File: src/rtl/decision_level_stack_if.sv
// Decider / trail-unit facing signals of the decision level stack.
// Handshake: push and backtrack_req are single-cycle requests sampled on the rising clock edge; bt_valid and push_err are one-cycle result pulses.
interface decision_level_stack_if #(
    parameter int MAX_VARS   = 64,
    parameter int VAR_BITS   = $clog2(MAX_VARS),
    parameter int TRAIL_BITS = $clog2(MAX_VARS) + 1,
    parameter int LVL_BITS   = $clog2(MAX_VARS + 1)
);
    logic                  push;
    logic [VAR_BITS-1:0]   push_var;
    logic                  push_val;
    logic [TRAIL_BITS-1:0] push_trail;
    logic                  backtrack_req;
    logic                  busy;
    logic                  bt_valid;
    logic [VAR_BITS-1:0]   bt_var;
    logic                  bt_val;
    logic [TRAIL_BITS-1:0] bt_trail;
    logic                  unsat;
    logic [LVL_BITS-1:0]   level;
    logic [VAR_BITS-1:0]   top_var;
    logic                  top_flipped;
    logic                  empty;
    logic                  full;
    logic                  push_err;
    logic [1:0]            dbg_state;

    modport master (
        output push, push_var, push_val, push_trail, backtrack_req,
        input  busy, bt_valid, bt_var, bt_val, bt_trail, unsat, level,
               top_var, top_flipped, empty, full, push_err, dbg_state
    );

    modport slave (
        input  push, push_var, push_val, push_trail, backtrack_req,
        output busy, bt_valid, bt_var, bt_val, bt_trail, unsat, level,
               top_var, top_flipped, empty, full, push_err, dbg_state
    );
endinterface

File: src/rtl/decision_level_stack.sv
// Decision stack with hardware chronological backtrack for the DPLL/CDCL control path.
// Flipped levels are popped one per cycle; the newest unflipped decision is flipped in place.
module decision_level_stack #(
    parameter int MAX_VARS   = 64,
    parameter int VAR_BITS   = $clog2(MAX_VARS),
    parameter int TRAIL_BITS = $clog2(MAX_VARS) + 1,
    parameter int LVL_BITS   = $clog2(MAX_VARS + 1)
) (
    input  logic                   clock,
    input  logic                   reset,
    decision_level_stack_if.slave  bus
);
    typedef enum logic [1:0] {
        ST_IDLE  = 2'd0,
        ST_SCAN  = 2'd1,
        ST_UNSAT = 2'd2
    } state_t;

    state_t r_state;
    state_t w_next_state;

    logic [VAR_BITS-1:0]   r_var   [MAX_VARS];
    logic                  r_val   [MAX_VARS];
    logic                  r_flip  [MAX_VARS];
    logic [TRAIL_BITS-1:0] r_trail [MAX_VARS];

    logic [LVL_BITS-1:0]   r_level;
    logic                  r_bt_valid;
    logic [VAR_BITS-1:0]   r_bt_var;
    logic                  r_bt_val;
    logic [TRAIL_BITS-1:0] r_bt_trail;
    logic                  r_push_err;

    logic                  w_empty;
    logic                  w_full;
    logic [VAR_BITS-1:0]   w_top_idx;
    logic [VAR_BITS-1:0]   w_wr_idx;
    logic                  w_do_push;
    logic                  w_do_pop;
    logic                  w_do_flip;

    assign w_empty   = (r_level == '0);
    assign w_full    = (r_level == LVL_BITS'(MAX_VARS));
    assign w_top_idx = VAR_BITS'(r_level - LVL_BITS'(1));
    assign w_wr_idx  = VAR_BITS'(r_level);

    always_ff @(posedge clock) begin
        if (reset) r_state <= ST_IDLE;
        else       r_state <= w_next_state;
    end

    // A backtrack request wins over a same-cycle push; the push is reported as dropped.
    always_comb begin
        w_next_state = r_state;
        w_do_push    = 1'b0;
        w_do_pop     = 1'b0;
        w_do_flip    = 1'b0;
        case (r_state)
            ST_IDLE: begin
                if (bus.backtrack_req)          w_next_state = ST_SCAN;
                else if (bus.push && !w_full)   w_do_push    = 1'b1;
            end
            ST_SCAN: begin
                if (w_empty) begin
                    w_next_state = ST_UNSAT;
                end else if (r_flip[w_top_idx]) begin
                    w_do_pop = 1'b1;
                end else begin
                    w_do_flip    = 1'b1;
                    w_next_state = ST_IDLE;
                end
            end
            ST_UNSAT: w_next_state = ST_UNSAT;
            default:  w_next_state = ST_IDLE;
        endcase
    end

    // Entry storage is deliberately left unreset; only the level pointer defines validity.
    always_ff @(posedge clock) begin
        if (!reset) begin
            if (w_do_push) begin
                r_var[w_wr_idx]   <= bus.push_var;
                r_val[w_wr_idx]   <= bus.push_val;
                r_flip[w_wr_idx]  <= 1'b0;
                r_trail[w_wr_idx] <= bus.push_trail;
            end
            if (w_do_flip) begin
                r_val[w_top_idx]  <= ~r_val[w_top_idx];
                r_flip[w_top_idx] <= 1'b1;
            end
        end
    end

    always_ff @(posedge clock) begin
        if (reset) begin
            r_level    <= '0;
            r_bt_valid <= 1'b0;
            r_bt_var   <= '0;
            r_bt_val   <= 1'b0;
            r_bt_trail <= '0;
            r_push_err <= 1'b0;
        end else begin
            if (w_do_push)     r_level <= r_level + LVL_BITS'(1);
            else if (w_do_pop) r_level <= r_level - LVL_BITS'(1);
            r_bt_valid <= w_do_flip;
            if (w_do_flip) begin
                r_bt_var   <= r_var[w_top_idx];
                r_bt_val   <= ~r_val[w_top_idx];
                r_bt_trail <= r_trail[w_top_idx];
            end
            r_push_err <= bus.push && (w_full || (r_state != ST_IDLE) || bus.backtrack_req);
        end
    end

    assign bus.busy        = (r_state != ST_IDLE);
    assign bus.unsat       = (r_state == ST_UNSAT);
    assign bus.bt_valid    = r_bt_valid;
    assign bus.bt_var      = r_bt_var;
    assign bus.bt_val      = r_bt_val;
    assign bus.bt_trail    = r_bt_trail;
    assign bus.level       = r_level;
    assign bus.top_var     = w_empty ? '0 : r_var[w_top_idx];
    assign bus.top_flipped = w_empty ? 1'b0 : r_flip[w_top_idx];
    assign bus.empty       = w_empty;
    assign bus.full        = w_full;
    assign bus.push_err    = r_push_err;
    assign bus.dbg_state   = r_state;
endmodule

File: src/flat_wrapper.sv
// flat-port wrapper written by rule: the top's interface ports become plain ports
module decision_level_stack_flat 
#(
    parameter int MAX_VARS   = 64,
    parameter int VAR_BITS   = $clog2(MAX_VARS),
    parameter int TRAIL_BITS = $clog2(MAX_VARS) + 1,
    parameter int LVL_BITS   = $clog2(MAX_VARS + 1)
)
  (clock, reset, bus_push, bus_push_var, bus_push_val, bus_push_trail, bus_backtrack_req, bus_busy, bus_bt_valid, bus_bt_var, bus_bt_val, bus_bt_trail, bus_unsat, bus_level, bus_top_var, bus_top_flipped, bus_empty, bus_full, bus_push_err, bus_dbg_state);
  decision_level_stack_if #(.MAX_VARS(MAX_VARS), .VAR_BITS(VAR_BITS), .TRAIL_BITS(TRAIL_BITS), .LVL_BITS(LVL_BITS)) bus_i ();
  input  logic clock;
  input  logic reset;
  input wire logic [$bits(bus_i.push)-1:0] bus_push;
  input wire logic [$bits(bus_i.push_var)-1:0] bus_push_var;
  input wire logic [$bits(bus_i.push_val)-1:0] bus_push_val;
  input wire logic [$bits(bus_i.push_trail)-1:0] bus_push_trail;
  input wire logic [$bits(bus_i.backtrack_req)-1:0] bus_backtrack_req;
  output wire logic [$bits(bus_i.busy)-1:0] bus_busy;
  output wire logic [$bits(bus_i.bt_valid)-1:0] bus_bt_valid;
  output wire logic [$bits(bus_i.bt_var)-1:0] bus_bt_var;
  output wire logic [$bits(bus_i.bt_val)-1:0] bus_bt_val;
  output wire logic [$bits(bus_i.bt_trail)-1:0] bus_bt_trail;
  output wire logic [$bits(bus_i.unsat)-1:0] bus_unsat;
  output wire logic [$bits(bus_i.level)-1:0] bus_level;
  output wire logic [$bits(bus_i.top_var)-1:0] bus_top_var;
  output wire logic [$bits(bus_i.top_flipped)-1:0] bus_top_flipped;
  output wire logic [$bits(bus_i.empty)-1:0] bus_empty;
  output wire logic [$bits(bus_i.full)-1:0] bus_full;
  output wire logic [$bits(bus_i.push_err)-1:0] bus_push_err;
  output wire logic [$bits(bus_i.dbg_state)-1:0] bus_dbg_state;
  assign bus_i.push = bus_push;
  assign bus_i.push_var = bus_push_var;
  assign bus_i.push_val = bus_push_val;
  assign bus_i.push_trail = bus_push_trail;
  assign bus_i.backtrack_req = bus_backtrack_req;
  assign bus_busy = bus_i.busy;
  assign bus_bt_valid = bus_i.bt_valid;
  assign bus_bt_var = bus_i.bt_var;
  assign bus_bt_val = bus_i.bt_val;
  assign bus_bt_trail = bus_i.bt_trail;
  assign bus_unsat = bus_i.unsat;
  assign bus_level = bus_i.level;
  assign bus_top_var = bus_i.top_var;
  assign bus_top_flipped = bus_i.top_flipped;
  assign bus_empty = bus_i.empty;
  assign bus_full = bus_i.full;
  assign bus_push_err = bus_i.push_err;
  assign bus_dbg_state = bus_i.dbg_state;
  decision_level_stack #(.MAX_VARS(MAX_VARS), .VAR_BITS(VAR_BITS), .TRAIL_BITS(TRAIL_BITS), .LVL_BITS(LVL_BITS)) u_core (.clock(clock), .reset(reset), .bus(bus_i));
endmodule
File: config.mk
export PLATFORM = sky130hd
export DESIGN_NAME = decision_level_stack_flat
export DESIGN_NICKNAME = d
export VERILOG_FILES = /design/src/rtl/decision_level_stack_if.sv /design/src/rtl/decision_level_stack.sv /design/src/flat_wrapper.sv
export SDC_FILE = /design/constraint.sdc
export NUM_CORES = 1
export LEC_CHECK = 0
export BUFFER_PORTS_ARGS = -buffer_cell sky130_fd_sc_hd__buf_2
export CORE_MARGIN = 2
export CORE_UTILIZATION = 30
export DETAILED_ROUTE_END_ITERATION = 7
export PLACE_DENSITY = 0.56
export SKIP_LAST_GASP = 1
export SYNTH_ARGS = -nofsm -noshare
export SYNTH_HDL_FRONTEND = slang
export SYNTH_SLANG_ARGS = --single-unit
File: constraint.sdc
create_clock -name clock -period 5.02 [get_ports clock]
set_clock_uncertainty 0.15 [all_clocks]
set_input_delay 0.502 -clock clock [delete_from_list [all_inputs] [get_ports clock]]
set_output_delay 0.502 -clock clock [all_outputs]
set_load 0.01 [all_outputs]
# [Word level (Yosys, flattened, before mapping)]
# Memory sizes are Yosys's and may differ from the RTL's. A register that Yosys moved wholly into a read port is not among the register bits.
# Index checks and enable logic that the tools add are counted.
[op_classes] addsub=2 reduce_logical=12 bitwise=1 n_mux=29 eq_ne=5
[ops] cell="1-bit 2-to-1 mux" count=20
[ops] cell="6-bit 2-to-1 mux" count=3
[ops] cell="7-bit 2-to-1 mux" count=2
[ops] cell="7-bit by 1-bit adder with 7-bit output, second input constant" count=1
[ops] cell="7-bit == test, second input constant" count=1
[ops] cell="7-bit logical NOT" count=1
[ops] cell="7-bit by 1-bit subtractor with 7-bit output, second input constant" count=1
[ops] cell="2-bit 2-to-1 mux" count=3
[ops] cell="2-bit one-hot mux with 3 select lines" count=1
[ops] cell="2-bit nonzero test" count=2
[ops] cell="3-bit by 2-bit inequality test with 1-bit output, second input constant" count=1
[ops] cell="2-bit by 1-bit == test with 1-bit output, second input constant" count=1
[ops] cell="2-bit == test, second input constant" count=1
[ops] cell="1-bit logical AND" count=2
[ops] cell="2-bit logical NOT" count=1
[ops] cell="1-bit logical OR" count=2
[ops] cell="2-bit inequality test, second input constant" count=1
[ops] cell="2-bit AND reduction" count=1
[ops] cell="1-bit OR reduction" count=2
[ops] cell="1-bit logical NOT" count=1
[ops] cell="1-bit NOT" count=1
[word_totals] regBits=18 n_memories=4 ram_bits=960 input_bits=18 output_inout_bits=36 elab_cells=59
[memory_table] memory="u_core.r_trail" depth=64 word_bits=7 rd=1 rd_ports_with_merged_regs=1 wr=1 line="decision_level_stack.sv:25" rtl="logic [TRAIL_BITS-1:0] r_trail [MAX_VARS];"
[memory_table] memory="u_core.r_var" depth=64 word_bits=6 rd=1 rd_ports_with_merged_regs=0 wr=1 line="decision_level_stack.sv:22" rtl="logic [VAR_BITS-1:0] r_var [MAX_VARS];"
[memory_table] memory="u_core.r_flip" depth=64 word_bits=1 rd=1 rd_ports_with_merged_regs=0 wr=1 line="decision_level_stack.sv:24" rtl="logic r_flip [MAX_VARS];"
[memory_table] memory="u_core.r_val" depth=64 word_bits=1 rd=1 rd_ports_with_merged_regs=0 wr=1 line="decision_level_stack.sv:23" rtl="logic r_val [MAX_VARS];"

# [Longest topological paths before layout]
[depth] ltp_word=10 ltp_mapped=16 ltp_nobuf=10

# [Worst setup path before layout]
# OpenSTA, ideal clock, no wires.
[synth_path] path_kind="register to register" startpoint="register u_core.r_level[0] (netlist: u_core.bus.level[0])" endpoint="memory u_core.r_val[0] (data pin)" path_stages_with_launch=16 setup_ns=0.351 path_slack_ns=-0.092 arrival_ns=4.611 required_ns=4.519 period_less_slack_ns=5.112 cell_sequence="dfxtp_1 buf_4 buf_2 clkinv_1 clkbuf_1 ha_1 buf_2 buf_2 mux4_2 a2111oi_0 a211oi_1 nor4_1 buf_2 nand2_1 inv_2 mux2_2"
[synth_via] elab_chain_len=10 elab_cells_between_ends=13 cone_classes="add/sub (1); mux (7); bitwise (1); reduce/logical (2); memory (2)"
[synth_rtl] element="start: declaration" line="decision_level_stack.sv:27" rtl="logic [LVL_BITS-1:0] r_level;"
[synth_rtl] element="start signal: assignment" line="decision_level_stack.sv:103" rtl="if (w_do_push) r_level <= r_level + LVL_BITS'(1);"
[synth_rtl] element="start signal: assignment" line="decision_level_stack.sv:104" rtl="else if (w_do_pop) r_level <= r_level - LVL_BITS'(1);"
[synth_rtl] element="7-bit by 1-bit subtractor with 7-bit output" line="decision_level_stack.sv:44" rtl="assign w_top_idx = VAR_BITS'(r_level - LVL_BITS'(1));"
[synth_rtl] element="memory read 64 x 1 bit"
[synth_rtl] element="1-bit 2-to-1 mux" line="decision_level_stack.sv:66" rtl="end else if (r_flip[w_top_idx]) begin"
[synth_rtl] element="1-bit 2-to-1 mux" line="decision_level_stack.sv:64" rtl="if (w_empty) begin"
[synth_rtl] element="1-bit 2-to-1 mux" line="decision_level_stack.sv:58" rtl="case (r_state)"
[synth_rtl] element="1-bit 2-to-1 mux" line="decision_level_stack.sv:87" rtl="if (w_do_flip) begin"
[synth_rtl] element="1-bit 2-to-1 mux" line="decision_level_stack.sv:80" rtl="if (!reset) begin"
[synth_rtl] element="1-bit 2-to-1 mux (implied by the code)" line="decision_level_stack.sv:88" rtl="r_val[w_top_idx] <= ~r_val[w_top_idx];"
[synth_rtl] element="1-bit OR reduction (no source line)"
[synth_rtl] element="1-bit 2-to-1 mux (no source line) *"
[synth_rtl] element="end: declaration" line="decision_level_stack.sv:23"
# Mark *: on every way between the ends. The rest lies on a longest branch, timed or not.

# [Final worst setup path]
[layout_path] startpoint="register u_core.r_level[1] (netlist: u_core.bus.level[1])" endpoint="output bus_top_var[5]"
[layout_via] elab_chain_len=3 elab_cells_between_ends=4 cone_classes="add/sub (1); mux (1); reduce/logical (1); memory (1)"
[layout_rtl] element="7-bit by 1-bit subtractor with 7-bit output" line="decision_level_stack.sv:44"
[layout_rtl] element="memory read 64 x 6 bit"
[layout_rtl] element="6-bit 2-to-1 mux *" line="decision_level_stack.sv:122" rtl="assign bus.top_var = w_empty ? '0 : r_var[w_top_idx];"
[layout_rtl] element="end: declaration" line="flat_wrapper.sv:25" rtl="output wire logic [$bits(bus_i.top_var)-1:0] bus_top_var;"
# Marked as above.

==> results_tabular.tex <==
\begin{tabular}{lr}
\hline
Metric & Value \\
\hline
\multicolumn{2}{l}{\textbf{Outcome}} \\
\quad Status & finished, final reports clean \\
\multicolumn{2}{l}{\textbf{Floorplanning}} \\
\quad Starting density of the core & 0.3022 \\
\quad Count of pins on the block boundary & 54 \\
\quad Cell row count & 132 \\
\quad Core area & 129500 um2 \\
\quad Die width & 365.1 um \\
\quad Die ar. & approximately 130000 um2 \\
\quad Height of the die & 365.1 um \\
\multicolumn{2}{l}{\textbf{Clocking}} \\
\quad Total CTS buffers & 98 \\
\quad Clock-pin transition on the worst setup and hold timing paths & 0.06 ns \\
\quad Maximum count of clock buffers along a single path & 3 \\
\quad Clock insertion delay at the later pin of the skew report & between 0.6 and 0.7 ns \\
\quad CTS HTree Levels & 3 \\
\quad Buffer cell driving the clock tree root & sky130\_fd\_sc\_hd\_\_clkbuf\_16 \\
\quad CTS tree & done \\
\quad Clock sinks & 985 \\
\multicolumn{2}{l}{\textbf{Pwr}} \\
\quad Total power & 0.02433 W \\
\quad Power density relative to cell area & 532.5 nW/um2 \\
\quad Leakage & about 14 nW \\
\quad VDD IR-drop max & 0.3644 mV \\
\multicolumn{2}{l}{\textbf{Logic synthesis}} \\
\quad Post-synth EDFFs & 960 \\
\quad Synthesized netlist cell count & 1867 \\
\quad Sequential fraction of the synthesis area & 0.7496 \\
\quad Async set-reset flop share out of synthesis & 0 \\
\quad Count of cell types in the netlist & 62 \\
\quad Prevailing post-synth register cell & sky130\_fd\_sc\_hd\_\_edfxtp\_1 \\
\quad Synth Warn \# & 0 \\
\quad Register bit total from synthesis & 985 \\
\quad Net Count, Synth & 1888 \\
\quad Syn\_area\_per\_cell & 20.96 um2 \\
\quad Synthesized area & between 30000 and 40000 um2 \\
\multicolumn{2}{l}{\textbf{Timing}} \\
\quad Share of the clock period used by the worst path after layout & 0.9636 \\
\quad Finish-stage setup viols & 0 \\
\quad Final Hold Slack & 0.05465 ns \\
\quad Setup tns final & 0 ns \\
\quad Shortest period the worst path allows & approximately 4.8 ns \\
\quad Setup repair after global routing missed its margin & false \\
\quad Final Slew Violations & 0 \\
\quad Final hold vios & 0 \\
\quad Peak clock frequency supported by timing & 0.2067 GHz \\
\quad Transition time at the pin with the least slew margin & 1.281 ns \\
\quad Relative max-transition margin & 0.1460 \\
\multicolumn{2}{l}{\textbf{Drt}} \\
\quad Total iterations of the first detailed-routing run & 7 \\
\quad Number of nets still failing antenna checks after routing & 0 \\
\quad Routed WL per cell & $\sim$26 um \\
\quad Via/cell ratio & 5.061 \\
\quad Iteration-0 DRC count of the detailed router & 2367 \\
\quad Sum of routed wire length over all layers & 98970 um \\
\quad Vias after detailed routing & 19590 \\
\quad Residual DRC count & 0 \\
\multicolumn{2}{l}{\textbf{Place}} \\
\quad DP HPWL & 60010 um \\
\quad Number of buffers added on ports & 53 \\
\quad Final GP Congestion & 0.8326 \\
\quad Standard cell area after detailed placement & 42220 um2 \\
\multicolumn{2}{l}{\textbf{Setup path}} \\
\quad Critical path type & register to primary output \\
\quad Critical Path End Type & primary output \\
\quad Cell at the slowest stage of the critical path & sky130\_fd\_sc\_hd\_\_ha\_4 \\
\quad Crit-path cells & inv\_1 > ha\_4 > buf\_4 > buf\_12 > mux4\_2 > mux4\_2 > nand2\_1 > nand2\_1 > o21ai\_0 > nor2\_1 > buf\_2 \\
\quad Required @ worst endpoint & 4.37 ns \\
\quad Count of buffering cells on the critical path with inverters included & 4 \\
\quad Largest stage delay on the critical path & 0.56 ns \\
\quad Critical path's top delay family & multiplexers \\
\quad Largest fanout of any net on the critical path & 33 \\
\quad Signal arrival time at the worst endpoint & 4.19 ns \\
\quad Startpoint class of the critical path & register \\
\multicolumn{2}{l}{\textbf{Global routing}} \\
\quad Gr ovfl total & 0 \\
\quad Maximum number of pins on one net before global-route repair & 73 \\
\quad Initial antenna violation count & 6 \\
\quad Number of global-route vias before repair & 19830 \\
\quad Wire length of the first global-routing pass & 142400 um \\
\quad Combined global-route utilization of all metal layers & 0.1484 \\
\multicolumn{2}{l}{\textbf{Final layout}} \\
\quad Number of nets in the final layout & approximately 2100 \\
\quad Leading cell types in the layout, fill and taps excluded & 960 x sky130\_fd\_sc\_hd\_\_edfxtp\_1, 288 x sky130\_fd\_sc\_hd\_\_mux4\_2, 125 x sky130\_fd\_sc\_hd\_\_buf\_4 \\
\quad Final Instance Area & 45700 um2 \\
\quad Share of final-layout standard cells stronger than drive strength 1 & 0.3064 \\
\quad Register cell area after layout & slightly below 30000 um2 \\
\quad Layout fillers & $\sim$12000 \\
\quad Multi-input logic area & 9336 um2 \\
\quad Most common library cell in the layout ignoring fill and taps & sky130\_fd\_sc\_hd\_\_edfxtp\_1 \\
\quad Synthesis-to-finish area growth & 16.80\% \\
\multicolumn{2}{l}{\textbf{Job}} \\
\quad Number of maximum-capacitance constraint violations & 0 \\
\multicolumn{2}{l}{\textbf{Hold path}} \\
\quad HP Class & primary input to register \\
\hline
\end{tabular}
==> cell usage after synthesis (all sizes together) (3+ instances only) <==
cell     instances  area (um2)
a211oi           9       67.56
a21boi           9       67.57
a21o             6       45.04
a21oi           65       325.3
a31oi            3       18.77
a32o             7       70.07
and3             5       31.28
buf             65       306.5
clkbuf          45       168.9
dfxtp           25       500.5
edfxtp         960       28830
ha               3       37.54
inv              9       33.78
mux2             8       90.09
mux2i           30       300.3
mux4           289        6513
nand2           78       292.8
nand2b           4       25.02
nand3           24       120.1
nand3b           3       22.52
nand4            8       50.05
nor2            97       364.1
nor2b            6       37.54
nor3            20       105.1
nor3b            5       37.54
nor4             4       40.04
o211ai           4       30.03
o21ai           21       105.1
o22ai            3       18.77
o2bb2ai          6       52.55
or2              4       25.02
or3             12       80.08
xnor2            5       51.30
==> stage by stage <==
step	setup slack [ns]	util	instances
finish	0.1827	0.3529	3871
global route	0.004496	0.3529	3870
CTS	0.04384	0.3527	3869
detailed placement	0.5799	0.3261	3684
global placement	0.5827	0.3261	3684
floorplan	0.07769	-	1867
==> area by class of cell <==
type,instances,share of cell area
Sequential cell,985,0.6419
Multi-Input combinational cell,762,0.2043
Clock buffer,123,0.05897
Tap cell,1742,0.04769
Timing Repair Buffer,189,0.03171
Clock inverter,59,0.01454
Inverter,10,0.0008761
Antenna cell,1,0.00005476
==> path summary, 6_finish.rpt <==
path                             start                      end  slack (ns)  cells past startpoint
setup / recovery   u_core.bus.level[1]           bus_top_var[5]        0.18                     11
hold / removal       bus_backtrack_req  u_core.bus.dbg_state[0]        0.05                      4
setup reg to reg   u_core.bus.level[1]         u_core.r_val[24]        0.55                     11
hold reg to reg   u_core.bus.bt_var[1]     u_core.bus.bt_var[1]        0.31                      1
==> what timing repair did <==
action | 4_1_cts | 5_1_grt
endpoints found under the setup margin | 4 | 6
pin swaps | 0 | 1
setup buffers | 0 | 1
hold buffers | 1 | 0
hold endpoints to repair | 1 | 0
cloned | 2 | 0
resized for setup | 4 | 4
==> state kept, by name, indices dropped and copies added (netlist names) <==
name and count:
u_core.bus.bt_trail 7, u_core.r_val 64, u_core.r_trail 448, u_core.bus.level 7
u_core.bus.bt_valid 1, u_core.bus.bt_val 1, u_core.bus.bt_var 6, u_core.bus.push_err 1
u_core.r_var 384, u_core.bus.dbg_state 2, u_core.r_flip 64
==> worst register-to-register path, cell delays in order (launching register included) <==
cell and delay [ns]:
sky130_fd_sc_hd__dfxtp_1 0.32, sky130_fd_sc_hd__inv_1 0.22, sky130_fd_sc_hd__ha_1 0.33, sky130_fd_sc_hd__xor2_4 0.49, sky130_fd_sc_hd__mux4_2 0.59, sky130_fd_sc_hd__mux2i_1 0.15
sky130_fd_sc_hd__o22ai_1 0.14, sky130_fd_sc_hd__nor4_2 0.39, sky130_fd_sc_hd__buf_4 0.31, sky130_fd_sc_hd__buf_4 0.29, sky130_fd_sc_hd__nand4_1 0.38, sky130_fd_sc_hd__a21oi_1 0.39
==> power breakdown <==
part           total (W)  switching (W)  internal, W
Sequential       0.00918      0.0000663      0.00912
Combinational    0.00753        0.00443      0.00310
Clock            0.00762        0.00306      0.00456
Total             0.0243        0.00756       0.0168
==> cell families (layout without fill, tap and decap cells) <==
family,count (synthesis),in the layout,share of synthesized area
other,0,1,0
buffers and inverters,120,381,0.01311
AO/OA/AOI/OAI,153,153,0.02568
AND/OR/NAND/NOR,273,273,0.03220
adder cells (fa/ha/maj),3,3,0.0009595
multiplexers,327,327,0.1764
XOR/XNOR,6,6,0.002015
flip-flops,985,985,0.7496
==> layer usage <==
| metal | global-route usage | part of all wire |
|---|---|---|
| met1 | 0.2091 | 0.44 |
| met3 | 0.03771 | 0.081 |
| met5 | 0 | 0.00024 |
| met4 | 0.03615 | 0.024 |
| met2 | 0.2301 | 0.46 |
Power figures use the tool's default switching activity.
